$ cat config.mk
export PLATFORM = sky130hd
export DESIGN_NAME = imem_arbiter
export DESIGN_NICKNAME = d
export VERILOG_FILES = /design/src/rtl/imem_arbiter.sv
export SDC_FILE = /design/constraint.sdc
export NUM_CORES = 1
export LEC_CHECK = 0
export ABC_CLOCK_PERIOD_IN_PS = 900
export BUFFER_PORTS_ARGS = -buffer_cell sky130_fd_sc_hd__buf_4
export CORE_AREA = 5 5 101 103
export CTS_BUF_LIST = sky130_fd_sc_hd__clkbuf_2 sky130_fd_sc_hd__clkbuf_4 sky130_fd_sc_hd__clkbuf_8
export DETAILED_ROUTE_END_ITERATION = 7
export DIE_AREA = 0 0 106 108
export SKIP_CTS_REPAIR_TIMING = 1
export SLEW_MARGIN = 25
export SYNTH_ARGS = -nofsm -noshare
export SYNTH_HDL_FRONTEND = slang
export SYNTH_SLANG_ARGS = --single-unit
$ cat constraint.sdc
create_clock -name clk -period 0.9 [get_ports clk]
set_input_delay 0 -clock clk [delete_from_list [all_inputs] [get_ports clk]]
set_output_delay 0 -clock clk [all_outputs]
set_load 0.01 [all_outputs]
$ cat src/rtl/imem_arbiter.sv
// Instruction-memory arbiter: fetch vs. loader, with loader lock.
// Optional starvation guard compiled in by IMEM_ARB_STARVE_EN.
module imem_arbiter #(
    parameter int ADDR_W   = 32,
    parameter int MAX_WAIT = 8
) (
    input  logic              clk,
    input  logic              rst,
    input  logic              f_req_valid,
    output logic              f_req_ready,
    input  logic [ADDR_W-1:0] f_addr,
    output logic              f_rsp_valid,
    output logic [31:0]       f_rsp_data,
    input  logic              l_req_valid,
    output logic              l_req_ready,
    input  logic              l_we,
    input  logic [ADDR_W-1:0] l_addr,
    input  logic [31:0]       l_wdata,
    input  logic              l_lock,
    output logic              l_rsp_valid,
    output logic [31:0]       l_rsp_data,
    output logic              m_en,
    output logic              m_we,
    output logic [ADDR_W-1:0] m_addr,
    output logic [31:0]       m_wdata,
    input  logic [31:0]       m_rdata
);

    typedef enum logic {IDLE, LOCKED} state_t;

    state_t state, state_n;
    logic   f_acc, l_acc, starve;
    logic   rsp_f, rsp_l;

    if (MAX_WAIT < 1 || MAX_WAIT > 255) begin : g_bad_wait
        $error("imem_arbiter: MAX_WAIT must be 1..255");
    end

`ifdef IMEM_ARB_STARVE_EN
    localparam logic [7:0] WAIT_LIM = 8'(MAX_WAIT);
    logic [7:0] wait_cnt;

    always_ff @(posedge clk) begin
        if (rst)
            wait_cnt <= '0;
        else if (!f_req_valid || f_acc)
            wait_cnt <= '0;
        else if (wait_cnt != 8'hff)
            wait_cnt <= wait_cnt + 8'd1;
    end

    assign starve = f_req_valid && (wait_cnt >= WAIT_LIM);
`else
    assign starve = 1'b0;
`endif

    always_ff @(posedge clk) begin
        if (rst) begin
            state <= IDLE;
            rsp_f <= 1'b0;
            rsp_l <= 1'b0;
        end else begin
            state <= state_n;
            rsp_f <= f_acc;
            rsp_l <= l_acc;
        end
    end

    // A starved fetch borrows one slot; a held lock survives it.
    always_comb begin
        f_acc   = 1'b0;
        l_acc   = 1'b0;
        state_n = state;
        if (!rst) begin
            if (starve)
                f_acc = 1'b1;
            else if (l_req_valid)
                l_acc = 1'b1;
            else if (state == IDLE)
                f_acc = f_req_valid;
            unique case (state)
                IDLE:
                    if (l_acc && l_lock)
                        state_n = LOCKED;
                LOCKED:
                    if (!l_req_valid || (l_acc && !l_lock))
                        state_n = IDLE;
            endcase
        end
    end

    assign f_req_ready = f_acc;
    assign l_req_ready = l_acc;
    assign m_en        = f_acc | l_acc;
    assign m_we        = l_acc & l_we;
    assign m_addr      = l_acc ? l_addr : f_addr;
    assign m_wdata     = l_wdata;

    assign f_rsp_valid = rsp_f & ~rst;
    assign l_rsp_valid = rsp_l & ~rst;
    assign f_rsp_data  = m_rdata;
    assign l_rsp_data  = m_rdata;

endmodule

==> results by group <==
GRT
  • Met3 GRT Util: 0.03821
  • M2 GR Usage: 0.08971
  • Initial antenna violation count: 0
  • Total GRT Usage: 0.05294
  • Largest net degree at the start of global routing: 28
  • Met1 Use GR: 0.05045
  • First-pass GRT wire length: between 4000 and 5000 µm
  • Layer with the highest usage: met2
  • Grt total ovfl: 0
  • Vias in the first global route: ~970

Min path
  • Worst Hold Class: in2out
  • Hold path cells: 0
  • Hold Crit Start: m_rdata[13]
  • Worst hold endpoint: f_rsp_data[13]

Detailed routing
  • DRT antenna net count: 0
  • TritonRoute pass-1 iters: 2
  • Routed len/inst: 14.18 µm
  • Vias per Instance: 3.311
  • Initial DRC Count: 22
  • DRC: 0
  • Vias: 927
  • Total wire length: 3970 µm

Worst setup path
  • Reg2Reg Capture Point: rsp_f
  • Crit Path Max Fanout: 3
  • Critical Path RT: 0.90 ns
  • Setup crit end kind: primary output
  • Worst r2r src: state
  • Worst r2r path cells: 3
  • Crit start category: register
  • WS Path Type: reg2out
  • CP arrival: 0.97 ns
  • FF-to-FF setup slack: 0.14 ns

Logic synthesis
  • Syn Area/Cell: 9.435 µm²
  • Yosys warnings: 0
  • Synth cell types: 14
  • Mapped Nets: 280
  • Sequential area share after synthesis: 0.04360
  • Synthesized area: 0.001378 mm²
  • Yosys reg bits: 3
  • Cells after synthesis: ~150

CTS
  • Maximum clock insertion buffer count: 2
  • TritonCTS buffer count: 3
  • Root buffer cell: clkbuf_8
  • CTS tree: yes
  • Clock latency on the worst-skew pair: 0.22 ns
  • TritonCTS Sinks: 3
  • Clock-pin slew on the worst setup and hold paths: about 0.030 ns
  • H-tree depth: 1

Floorplan
  • Die area: 0.01145 mm²
  • Ports: 268
  • Core box area: just over 0.009 mm²
  • Die Y: 108 µm
  • Initial core utilization: 0.1512
  • Die W: approximately 110 µm
  • Row Count: 35

Timing
  • Post-layout min period: 0.9728 ns
  • Setup slack after layout: -0.07275 ns
  • Tcrit/Tclk final: 1.081
  • Final Hold Viols: 0
  • Setup TNS: -1.540 ns
  • Least-Margin Pin Slew: 0.1334 ns
  • Clock skew: about 0.00012 ns
  • Final setup viols: 34
  • Final Max Tran Viols: 0
  • RSZ-0062 raised after global routing: true
  • Rel. slew slack: 0.9104
  • Peak Freq: 1.028 GHz

Status
  • Failing checks: setup timing
  • Status: finished, violations left

Power and ir drop
  • Power, Total: 1.530 mW
  • Combinational share of power: 0.627
  • Clock power share: 0.281
  • Worst IR Drop VDD: 885.5 µV
  • Pwr per Cell Area: 785.7 mW/mm²
  • Switching fraction of total power: 0.2576
  • Sequential fraction of design power: 0.092
  • P_sw: around 0.4 mW
  • Cell leakage power: 0.9887 nW
  • Internal power: 1.136 mW

Place
  • Gpl congestion: 0.6023
  • Port Buffers: 107
  • Final HPWL DP: 3071 µm
  • Dpl cell area: ~0.0016 mm²
  • Placed insts: approximately 270
  • Pre-CTS WS: -0.1156 ns

Cells and area
  • Commonest non-fill, non-tap cell in the layout: buf_4
  • Layout area overhead: 41.33%
  • Fraction of layout cells with a size suffix above 1: 0.9408
  • Nets: between 300 and 400
  • Final Instance Count excl. Fillers: between 200 and 300
  • Most frequent cells in the layout: buf_4, buf_6, mux2_4
  • Design Area, Final: 0.001947 mm²
  • Antenna Cells: 0

Run
  • Max Cap Viol: 0
-- cell families after synthesis --
group | after synthesis | share of synthesized area
AOI/OAI and AO/OA | 1 | 0.003630
muxes | 32 | 0.3351
DFF | 3 | 0.04360
buffers and inverters | 101 | 0.5740
and+or+nand+nor | 9 | 0.04360
-- how the worst max path moves through the flow --
stage                            from           to  slack (ns)  depth (start not counted)
after floorplan           l_req_valid   m_addr[22]        0.16                          4
after global placement            rst   m_addr[29]       -0.08                          5
after detailed placement          rst   m_addr[30]       -0.12                          5
after CTS                         rst   m_addr[30]       -0.12                          5
after global routing            state  f_req_ready       -0.12                          3
final                           state  f_req_ready       -0.07                          3
-- cell type report --
type / count / area [µm²]
timing repair buffer: 119 / 1120
sequential: 3 / 60.06
fill: 990 / 7162
clock buffer: 4 / 48.80
tap: 111 / 138.9
inverter: 1 / 3.754
multi-input combinational: 42 / 575.6
-- power by group through the flow --
stage | combinational (mW) | clock (mW) | sequential [mW]
floorplan | 0.774 | 0 | 0.142
global placement | 0.769 | 0 | 0.143
finish | 0.959 | 0.430 | 0.141
detailed placement | 0.781 | 0 | 0.143
CTS | 0.782 | 0.450 | 0.141
global route | 1.02 | 0.457 | 0.142
-- cells in the mapped netlist --
cell / instances / area share
nor2b_2: 1 / 0.0064
and2b_1: 3 / 0.016
mux2_4: 27 / 0.29
inv_1: 1 / 0.0027
buf_4: 96 / 0.52
nor3_1: 2 / 0.0073
a21oi_1: 1 / 0.0036
buf_8: 1 / 0.011
buf_12: 2 / 0.029
mux2_2: 5 / 0.041
dfxtp_1: 3 / 0.044
buf_6: 1 / 0.0082
nand2b_1: 1 / 0.0045
and2_1: 2 / 0.0091
-- worst max-delay path, stage by stage (launching register included) --
cell and delay [ns]:
dfxtp_1 0.29, nand2b_4 0.15, nor3_4 0.19, buf_6 0.12
-- flip-flops by register name, indices dropped and copies added, names as in the netlist --
signal  count
rsp_l       1
state       1
rsp_f       1
-- per-stage QoR --
stage / util / hold WS, ns
2_1_floorplan: - / 0.04409
3_3_place_gp: 0.1743 / 0.00006862
3_5_place_dp: 0.1743 / 0.00006862
4_1_cts: 0.1797 / -0.02512
5_1_grt: 0.2137 / 0.00001504
6_report: 0.2137 / 0.000002381
-- layer usage --
| metal | vias to the layer above | wire length, µm | part of all wire |
|---|---|---|---|
| li1 | 422 | - | - |
| met1 | 395 | 1366 | 0.34 |
| met2 | 101 | 1960 | 0.49 |
| met3 | 9 | 588 | 0.15 |
| met4 | 0 | 55 | 0.014 |
| met5 | - | 0 | 0 |
Power figures use the tool's default switching activity.
